`src/rtl/hdr_pkg.sv`:
```
// Shared constants and FSM state type for the HDR weight sequencer.
package hdr_pkg;

  localparam int HDR_PIX_W        = 5;
  localparam int HDR_W_W          = 8;
  localparam int HDR_FRAME_W      = 320;
  localparam int HDR_FRAME_H      = 240;
  localparam int HDR_FRAME_PIXELS = HDR_FRAME_W * HDR_FRAME_H;

  typedef enum logic [1:0] {
    IDLE    = 2'd0,
    COLLECT = 2'd1,
    WEIGH   = 2'd2,
    OUTPUT  = 2'd3
  } seq_state_e;

endpackage

```
`src/rtl/hdr_px_capture.sv`:
```
// Single exposure channel: one capture register plus a "have pixel" flag.
module hdr_px_capture #(
  parameter int PIX_W = 5
) (
  input  logic             clk,
  input  logic             rst_n,
  input  logic             en,
  input  logic             clr,
  input  logic             valid,
  input  logic [PIX_W-1:0] data,
  output logic             ready,
  output logic             fire,
  output logic             flag,
  output logic [PIX_W-1:0] pix
);

  logic             flag_reg;
  logic [PIX_W-1:0] pix_reg;

  assign ready = en & ~flag_reg;
  assign fire  = valid & ready;
  assign flag  = flag_reg;
  assign pix   = pix_reg;

  // clr wins over a same-cycle capture so an aborted pixel is never kept
  always_ff @(posedge clk) begin
    if (!rst_n) begin
      flag_reg <= 1'b0;
      pix_reg  <= '0;
    end else if (clr) begin
      flag_reg <= 1'b0;
    end else if (fire) begin
      flag_reg <= 1'b1;
      pix_reg  <= data;
    end
  end

endmodule

```
`src/rtl/hdr_weight_seq.sv`:
```
// Gathers one pixel per exposure, strobes the weight unit and hands the result downstream.
// Optional stall counter enabled by defining HDR_SEQ_STALL_CNT_EN.
module hdr_weight_seq
  import hdr_pkg::*;
#(
  parameter int PIX_W        = HDR_PIX_W,
  parameter int W_W          = HDR_W_W,
  parameter int FRAME_PIXELS = HDR_FRAME_PIXELS,
  parameter int CNT_W        = 17
) (
  input  logic             clk,
  input  logic             rst_n,
  input  logic             frame_go,
  input  logic             frame_abort,
  input  logic             px_high_valid,
  input  logic             px_mid_valid,
  input  logic             px_low_valid,
  output logic             px_high_ready,
  output logic             px_mid_ready,
  output logic             px_low_ready,
  input  logic [PIX_W-1:0] px_high,
  input  logic [PIX_W-1:0] px_mid,
  input  logic [PIX_W-1:0] px_low,
  output logic             wu_start,
  output logic [PIX_W-1:0] wu_pixel_high,
  output logic [PIX_W-1:0] wu_pixel_mid,
  output logic [PIX_W-1:0] wu_pixel_low,
  input  logic [W_W-1:0]   wu_w_high,
  input  logic [W_W-1:0]   wu_w_mid,
  input  logic [W_W-1:0]   wu_w_low,
  output logic             out_valid,
  input  logic             out_ready,
  output logic [PIX_W-1:0] out_pix_high,
  output logic [PIX_W-1:0] out_pix_mid,
  output logic [PIX_W-1:0] out_pix_low,
  output logic [W_W-1:0]   out_w_high,
  output logic [W_W-1:0]   out_w_mid,
  output logic [W_W-1:0]   out_w_low,
  output logic [W_W+1:0]   out_wsum,
  output logic             out_last,
  output logic             busy,
  output logic             frame_done,
  output logic [15:0]      stall_cycles
);

  seq_state_e state_reg, state_next;

  logic [CNT_W-1:0] count_reg;
  logic             frame_done_reg;
  logic [PIX_W-1:0] wu_pix_reg [3];

  logic             in_collect;
  logic             go_accept;
  logic             accept;
  logic             last_pix;
  logic             all_set;
  logic             clr;

  // channel index: 0 = high, 1 = mid, 2 = low
  logic [2:0]       valid_v, ready_v, fire_v, flag_v;
  logic [PIX_W-1:0] data_v [3];
  logic [PIX_W-1:0] pix_v  [3];
  logic [PIX_W-1:0] cap_v  [3];

  assign valid_v   = {px_low_valid, px_mid_valid, px_high_valid};
  assign data_v[0] = px_high;
  assign data_v[1] = px_mid;
  assign data_v[2] = px_low;

  assign go_accept = (state_reg == IDLE) & frame_go & ~frame_abort;
  assign accept    = (state_reg == OUTPUT) & out_ready;
  assign last_pix  = (count_reg == CNT_W'(FRAME_PIXELS - 1));
  assign all_set   = &(flag_v | fire_v);
  assign clr       = frame_abort | accept | go_accept;

  genvar gi;
  generate
    for (gi = 0; gi < 3; gi++) begin : g_chan
      hdr_px_capture #(.PIX_W(PIX_W)) u_cap (
        .clk   (clk),
        .rst_n (rst_n),
        .en    (in_collect),
        .clr   (clr),
        .valid (valid_v[gi]),
        .data  (data_v[gi]),
        .ready (ready_v[gi]),
        .fire  (fire_v[gi]),
        .flag  (flag_v[gi]),
        .pix   (pix_v[gi])
      );

      // includes a same-cycle capture so WEIGH sees the complete triple
      assign cap_v[gi] = fire_v[gi] ? data_v[gi] : pix_v[gi];

      // loaded only on entry to WEIGH, so the weight unit inputs stay put otherwise
      always_ff @(posedge clk) begin
        if (!rst_n)
          wu_pix_reg[gi] <= '0;
        else if (in_collect && all_set && !frame_abort)
          wu_pix_reg[gi] <= cap_v[gi];
      end
    end
  endgenerate

  always_ff @(posedge clk) begin
    if (!rst_n)
      state_reg <= IDLE;
    else
      state_reg <= state_next;
  end

  always_comb begin
    state_next = state_reg;
    if (frame_abort) begin
      state_next = IDLE;
    end else begin
      case (state_reg)
        IDLE:    if (frame_go) state_next = COLLECT;
        COLLECT: if (all_set) state_next = WEIGH;
        WEIGH:   state_next = OUTPUT;
        OUTPUT:  if (out_ready) state_next = last_pix ? IDLE : COLLECT;
        default: state_next = IDLE;
      endcase
    end
  end

  always_comb begin
    in_collect = 1'b0;
    wu_start   = 1'b0;
    out_valid  = 1'b0;
    busy       = 1'b1;
    case (state_reg)
      IDLE:    busy = 1'b0;
      COLLECT: in_collect = 1'b1;
      WEIGH:   wu_start = 1'b1;
      OUTPUT:  out_valid = 1'b1;
      default: busy = 1'b0;
    endcase
  end

  always_ff @(posedge clk) begin
    if (!rst_n) begin
      count_reg      <= '0;
      frame_done_reg <= 1'b0;
    end else begin
      frame_done_reg <= accept & last_pix & ~frame_abort;
      if (frame_abort || go_accept)
        count_reg <= '0;
      else if (accept)
        count_reg <= last_pix ? '0 : count_reg + 1'b1;
    end
  end

  assign px_high_ready = ready_v[0];
  assign px_mid_ready  = ready_v[1];
  assign px_low_ready  = ready_v[2];

  assign wu_pixel_high = wu_pix_reg[0];
  assign wu_pixel_mid  = wu_pix_reg[1];
  assign wu_pixel_low  = wu_pix_reg[2];

  assign out_pix_high = pix_v[0];
  assign out_pix_mid  = pix_v[1];
  assign out_pix_low  = pix_v[2];

  assign out_w_high = out_valid ? wu_w_high : '0;
  assign out_w_mid  = out_valid ? wu_w_mid  : '0;
  assign out_w_low  = out_valid ? wu_w_low  : '0;
  assign out_wsum   = {2'b00, out_w_high} + {2'b00, out_w_mid} + {2'b00, out_w_low};
  assign out_last   = out_valid & last_pix;
  assign frame_done = frame_done_reg;

`ifdef HDR_SEQ_STALL_CNT_EN
  logic [15:0] stall_reg;

  always_ff @(posedge clk) begin
    if (!rst_n)
      stall_reg <= '0;
    else if (go_accept)
      stall_reg <= '0;
    else if (out_valid && !out_ready && stall_reg != 16'hFFFF)
      stall_reg <= stall_reg + 16'd1;
  end

  assign stall_cycles = stall_reg;
`else
  assign stall_cycles = '0;
`endif

endmodule

```
`config.mk`:
```
export PLATFORM = sky130hd
export DESIGN_NAME = hdr_weight_seq
export DESIGN_NICKNAME = d
export VERILOG_FILES = /design/src/rtl/hdr_pkg.sv /design/src/rtl/hdr_px_capture.sv /design/src/rtl/hdr_weight_seq.sv
export SDC_FILE = /design/constraint.sdc
export NUM_CORES = 1
export LEC_CHECK = 0
export ABC_AREA = 1
export BUFFER_PORTS_ARGS = -buffer_cell sky130_fd_sc_hd__buf_4
export CAP_MARGIN = 0
export CORE_MARGIN = 1
export CORE_UTILIZATION = 47
export DETAILED_ROUTE_END_ITERATION = 8
export GPL_ROUTABILITY_DRIVEN = 0
export PLACE_DENSITY = 0.87
export SYNTH_ARGS = -nofsm -noshare
export SYNTH_HDL_FRONTEND = slang
export SYNTH_SLANG_ARGS = --single-unit
```
`constraint.sdc`:
```
create_clock -name clk -period 5 [get_ports clk]
set_clock_uncertainty 0.15 [all_clocks]
set_input_delay 1 -clock clk [delete_from_list [all_inputs] [get_ports clk]]
set_output_delay 1 -clock clk [all_outputs]
set_load 0.02 [all_outputs]
```
## After elaboration in Yosys (flattened, before gate mapping)

Memories as Yosys holds them, arrays and structs flattened.
Cells that the tools add are included.

- Register bits after elaboration: 38
- RAM bits: 15
- Input bits: 47
- Memories: 1

- $add $sub $neg: 3
- Equal/unequal tests: 7
- Muxes and demuxes: 23
- Bitwise operators: 23
- Reductions and logical operators: 10

Memory list:

| name | words | width | read ports | clocked after memory_dff | write ports | line | text |
|---|---|---|---|---|---|---|---|
| wu_pix_reg | 3 | 5 | 3 | 0 | 3 | hdr_weight_seq.sv:50 | `logic [PIX_W-1:0] wu_pix_reg [3];` |

Operators with widths:

| cell | number |
|---|---|
| 5-bit 2-to-1 mux | 6 |
| 8-bit 2-to-1 mux | 3 |
| 17-bit by 1-bit adder with 17-bit output (second input constant) | 1 |
| 17-bit equality test (second input constant) | 1 |
| 17-bit 2-to-1 mux | 1 |
| 1-bit AND | 12 |
| 9-bit by 8-bit adder with 10-bit output | 1 |
| 8-bit by 8-bit adder with 9-bit output | 1 |
| 1-bit 2-to-1 mux | 9 |
| 2-bit one-hot mux with 4 select lines | 1 |
| 2-bit 2-to-1 mux | 3 |
| 2-bit != test (second input constant) | 3 |
| 3-bit AND reduction | 2 |
| 2-bit OR reduction | 3 |
| 1-bit NOT | 5 |
| 1-bit OR | 5 |
| 2-bit equality test (second input constant) | 2 |
| 3-bit OR | 1 |
| 2-bit by 1-bit equality test with 1-bit output (second input constant) | 1 |
| 1-bit logical AND | 2 |
| 2-bit zero test | 1 |
| 1-bit zero test | 1 |
| 1-bit logical OR | 1 |

## Logic depth before layout (Yosys ltp)

- Depth after elaboration: 12
- Gate-level depth with buffers: 14
- Depth with buffers taken out: 12

## Modules after synthesis

A second synthesis with hierarchy kept.

- Cell total of the unflattened synthesis: 516
- Area total of the unflattened synthesis: 3627.2 um2

Modules (own cells, without submodules):

| module | times used | cells an instance | area each (um2) | seq. area each (um2) |
|---|---|---|---|---|
| hdr_weight_seq | 1 | 396 | 2793.9 | 850.8 |
| hdr_px_capture | 3 | 40 | 277.8 | 120.1 |

## Least setup slack after synthesis

OpenSTA, ideal clock, no wires.

- Path kind: register -> output
- From: register state_reg[0]
- To: output port out_wsum[7]
- Arrival time: 3.141 ns
- Data required time: 3.850 ns
- Path slack: 0.709 ns
- Cell stages (with the launch flop): 12
- Buffers on the path: 2
- Cell sequence: dfxtp_1 ha_1 buf_4 clkbuf_1 nand2_1 fa_1 fa_1 o21ai_0 nand2_1 nand2_1 a21oi_1 xnor2_1

- Word-level cells in the longest chain between the ends: 5
- Elaborated cells on any way between the ends: 7

Ends and longest elaborated chain:

| what | line | text |
|---|---|---|
| start: declaration | hdr_weight_seq.sv:46 | `seq_state_e state_reg, state_next;` |
| start signal: assignment | hdr_weight_seq.sv:109 | `state_reg <= state_next;` |
| 2-bit equality test * | hdr_weight_seq.sv:132 | `case (state_reg)` |
| 1-bit 2-to-1 mux * | hdr_weight_seq.sv:132 |  |
| via out_valid | hdr_weight_seq.sv:31 | `output logic out_valid,` |
| 8-bit 2-to-1 mux, on equally long branches | hdr_weight_seq.sv:166, hdr_weight_seq.sv:167 |  |
| 8-bit by 8-bit adder with 9-bit output | hdr_weight_seq.sv:169 | `assign out_wsum = {2'b00, out_w_high} + {2'b00, out_w_mid} + {2'b00, out_w_low};` |
| 9-bit by 8-bit adder with 10-bit output * | hdr_weight_seq.sv:169 |  |
| end: declaration | hdr_weight_seq.sv:39 | `output logic [W_W+1:0] out_wsum,` |

Mark *: on every way through the listed nets, which the timed path passes. The rest lies on a longest branch.

## Worst setup path in the final report

- From: register state_reg[0]
- To: output port out_wsum[7]

- Word-level cells in the longest chain between the ends: 5
- Elaborated cells on any way between the ends: 7

Ends and longest elaborated chain:

| what | line |
|---|---|
| 2-bit equality test * | hdr_weight_seq.sv:132 |
| 1-bit 2-to-1 mux * | hdr_weight_seq.sv:132 |
| 8-bit 2-to-1 mux, on equally long branches | hdr_weight_seq.sv:166, hdr_weight_seq.sv:167 |
| 8-bit by 8-bit adder with 9-bit output | hdr_weight_seq.sv:169 |
| 9-bit by 8-bit adder with 10-bit output * | hdr_weight_seq.sv:169 |

Mark *: on every way between the ends. The rest lies on a longest branch, timed or not.

==> run_results.csv <==
group,metric,value,unit
power_and_ir_drop,ir_drop,0.000160,V
worst_setup_path,crit_family,"adder cells",
worst_setup_path,crit_path_max_incr_delay,0.50,ns
timing,fin_setup_tns,0,ns
placed_design,dp.cells,594,
die,ios,135,
worst_setup_path,cp.required,3.85,ns
outcome,status,"completed",
yosys,synth_warnings,0,
layout,nFillCells,544,
die,core_area,6490,um^2
timing,setup_viol,0,
timing,grt_setup_unrepaired,"no",
yosys,async_flop_share,0,%
power_and_ir_drop,leakagePower,2.20,nW
timing,timing.fmax,216,MHz
routing,detail_route.wl_per_cell,13.1,um
yosys,ys_types,40,
yosys,yosys_most_used_dff,"dfxtp_1",
clock_network,cts_buffer_depth,2,
min_path,hold_class,"reg2reg",
die,die_y,85.1,um
worst_setup_path,worstPathCellList,"ha_2 > nand2_1 > fa_1 > inv_1 > ha_1 > inv_1 > fa_1 > o21ai_0 > nand2_1 > nand2_1 > a21oi_1 > xnor2_1 > buf_4",
timing,drv_slew,0,
placed_design,dp_hpwl,6480,um
worst_setup_path,critPathBufInv,3,
placed_design,io_buffers,118,
power_and_ir_drop,finalPower,0.000930,W
worst_setup_path,cp_slowest_cell,"fa_1",
yosys,avgSynthCellArea,8.01,um^2
worst_setup_path,arrival,3.47,ns
timing,min_period,4.62,ns
worst_setup_path,cp-end-kind,"primary output",
clock_network,path_clk_slew,0.09,ns
yosys,synthCells,405,
routing,drc_errors,0,
global_routing,gr-total-overflow,0,
yosys,netlist_area,3240,um^2
worst_setup_path,cp_common_cell,"nand2_1",
routing,initialDrtViolationCount,144,
routing,first_pass_iters,4,
yosys,ys_seq_area_share,37.3,%
die,start_util,50.0,%
timing,hold_viol,0,
job,drv_cap,0,
layout,final_core_util,65.6,%
layout,final_cells,602,
clock_network,clk-insertion-delay-late,0.31,ns
clock_network,cts_buffers,5,
routing,routed_via_density,5.03,
global_routing,grt_max_degree,31,
die,fp.dieArea,7240,um^2
global_routing,grt_pass1_vias,2888,
layout,largest_reg_flops,17,
layout,drive_above_1_share,28.2,%
worst_setup_path,critPathLaunchType,"flop",
routing,vias,3029,
routing,ant_nets,0,
die,die_x,85.1,um
layout,nNetsFinal,593,
timing,fin_crit_sh,92.4,%
global_routing,grt_antenna_before_repair,0,
worst_setup_path,cp_max_fo,16,
yosys,synth-edff-count,15,
layout,area.growth.synth_to_final,31.3,%
clock_network,post_cts_buffers,0,
routing,drt-total-wl,7910,um
clock_network,cts-root-buf,"clkbuf_8",
yosys,ys_ff_latch,53,
layout,seq_area,1210,um^2
clock_network,cts_max_level,2,
clock_network,clock-sinks,53,
clock_network,cts_tree,"built",
global_routing,grt_use_total,21.7,%
worst_setup_path,critPathKind,"reg2out",
layout,diodes,0,
power_and_ir_drop,p_per_area,218,nW/um^2
layout,multi_input_area,1680,um^2
die,rows,29,
global_routing,grt_pass1_wl,12600,um
## cells by family after synthesis
logic type,after synthesis,share of synthesized area (%)
DFF,53,37.3
adders and majority gates,22,10.6
and+or+nand+nor,151,21.5
other,1,0.116
muxes,15,4.63
AOI/OAI and AO/OA,59,9.68
buffers and inverters,92,13.0
xor gates and xnor gates,12,3.24
## cell usage in the layout (no fill, tap or decap), drive strengths merged, types with 15 or more instances in the layout
cell / n
nand2: 65
mux2i: 15
nor2: 55
dfxtp: 38
buf: 121
conb: 16
a21oi: 31
o21ai: 21
inv: 68
edfxtp: 15
## through the flow
stage	hold slack, ns	setup slack, ns	instance area, um^2
floorplan	0.294	0.709	3300
global placement	0.305	0.571	4150
detailed placement	0.326	0.502	4150
CTS	0.347	0.199	4260
global route	0.376	0.136	4260
finish	0.343	0.380	4260
## cells in the mapped netlist, types with 9 or more instances
master | count | area (um^2)
ha_1 | 13 | 163
a21oi_1 | 31 | 155
edfxtp_1 | 15 | 450
dfxtp_1 | 38 | 761
nor2_1 | 52 | 195
inv_1 | 63 | 236
nand3_1 | 10 | 50.1
mux2i_1 | 15 | 150
fa_1 | 9 | 180
buf_4 | 17 | 128
o21ai_0 | 20 | 100
xor2_1 | 9 | 78.8
nand2_1 | 63 | 236
## cell type report
class / count / share of cell area (%)
multi-input cells: 275 / 39.4
flip-flops and latches: 53 / 28.4
repair buffers: 121 / 21.3
inverters: 68 / 5.99
well taps: 77 / 2.26
clock buffers: 6 / 1.70
clock inverters: 2 / 0.911
## repair_timing
item / in CTS / in global routing
endpoints found under the setup margin: 0 / 1
gates resized for setup: 0 / 1
hold buffers: 0 / 0
## where the power goes
group          switching (W)  total, W  internal [W]
Clock               0.000137  0.000287      0.000150
Combinational       0.000102  0.000176     0.0000740
Sequential         0.0000110  0.000468      0.000457
Total               0.000249  0.000930      0.000681
## routing by layer
metal	routed length, um	global-route usage [%]	up-vias
met1	3070	23.2	1398
met3	522	3.70	23
met2	4060	41.4	119
li1	-	-	1489
met5	0	0	-
met4	260	9.86	0
## worst min-delay path: stages, from the launching register on
cell and delay (ns):
dfxtp_1 0.33, nand2_1 0.06, a21oi_1 0.05
## final timing paths
path,start,to,slack (ns),depth (start not counted)
worst min-delay path,count_reg[1]$_SDFFE_PP0P_,count_reg[1]$_SDFFE_PP0P_,0.34,2
worst max register to register,state_reg[0]$_SDFFE_PP0P_,count_reg[16]$_SDFFE_PP0P_,2.77,10
worst max-delay path,state_reg[0]$_SDFFE_PP0P_,out_wsum[7],0.38,13
worst min register to register,count_reg[1]$_SDFFE_PP0P_,count_reg[1]$_SDFFE_PP0P_,0.34,2
Power figures use the tool's default switching activity.
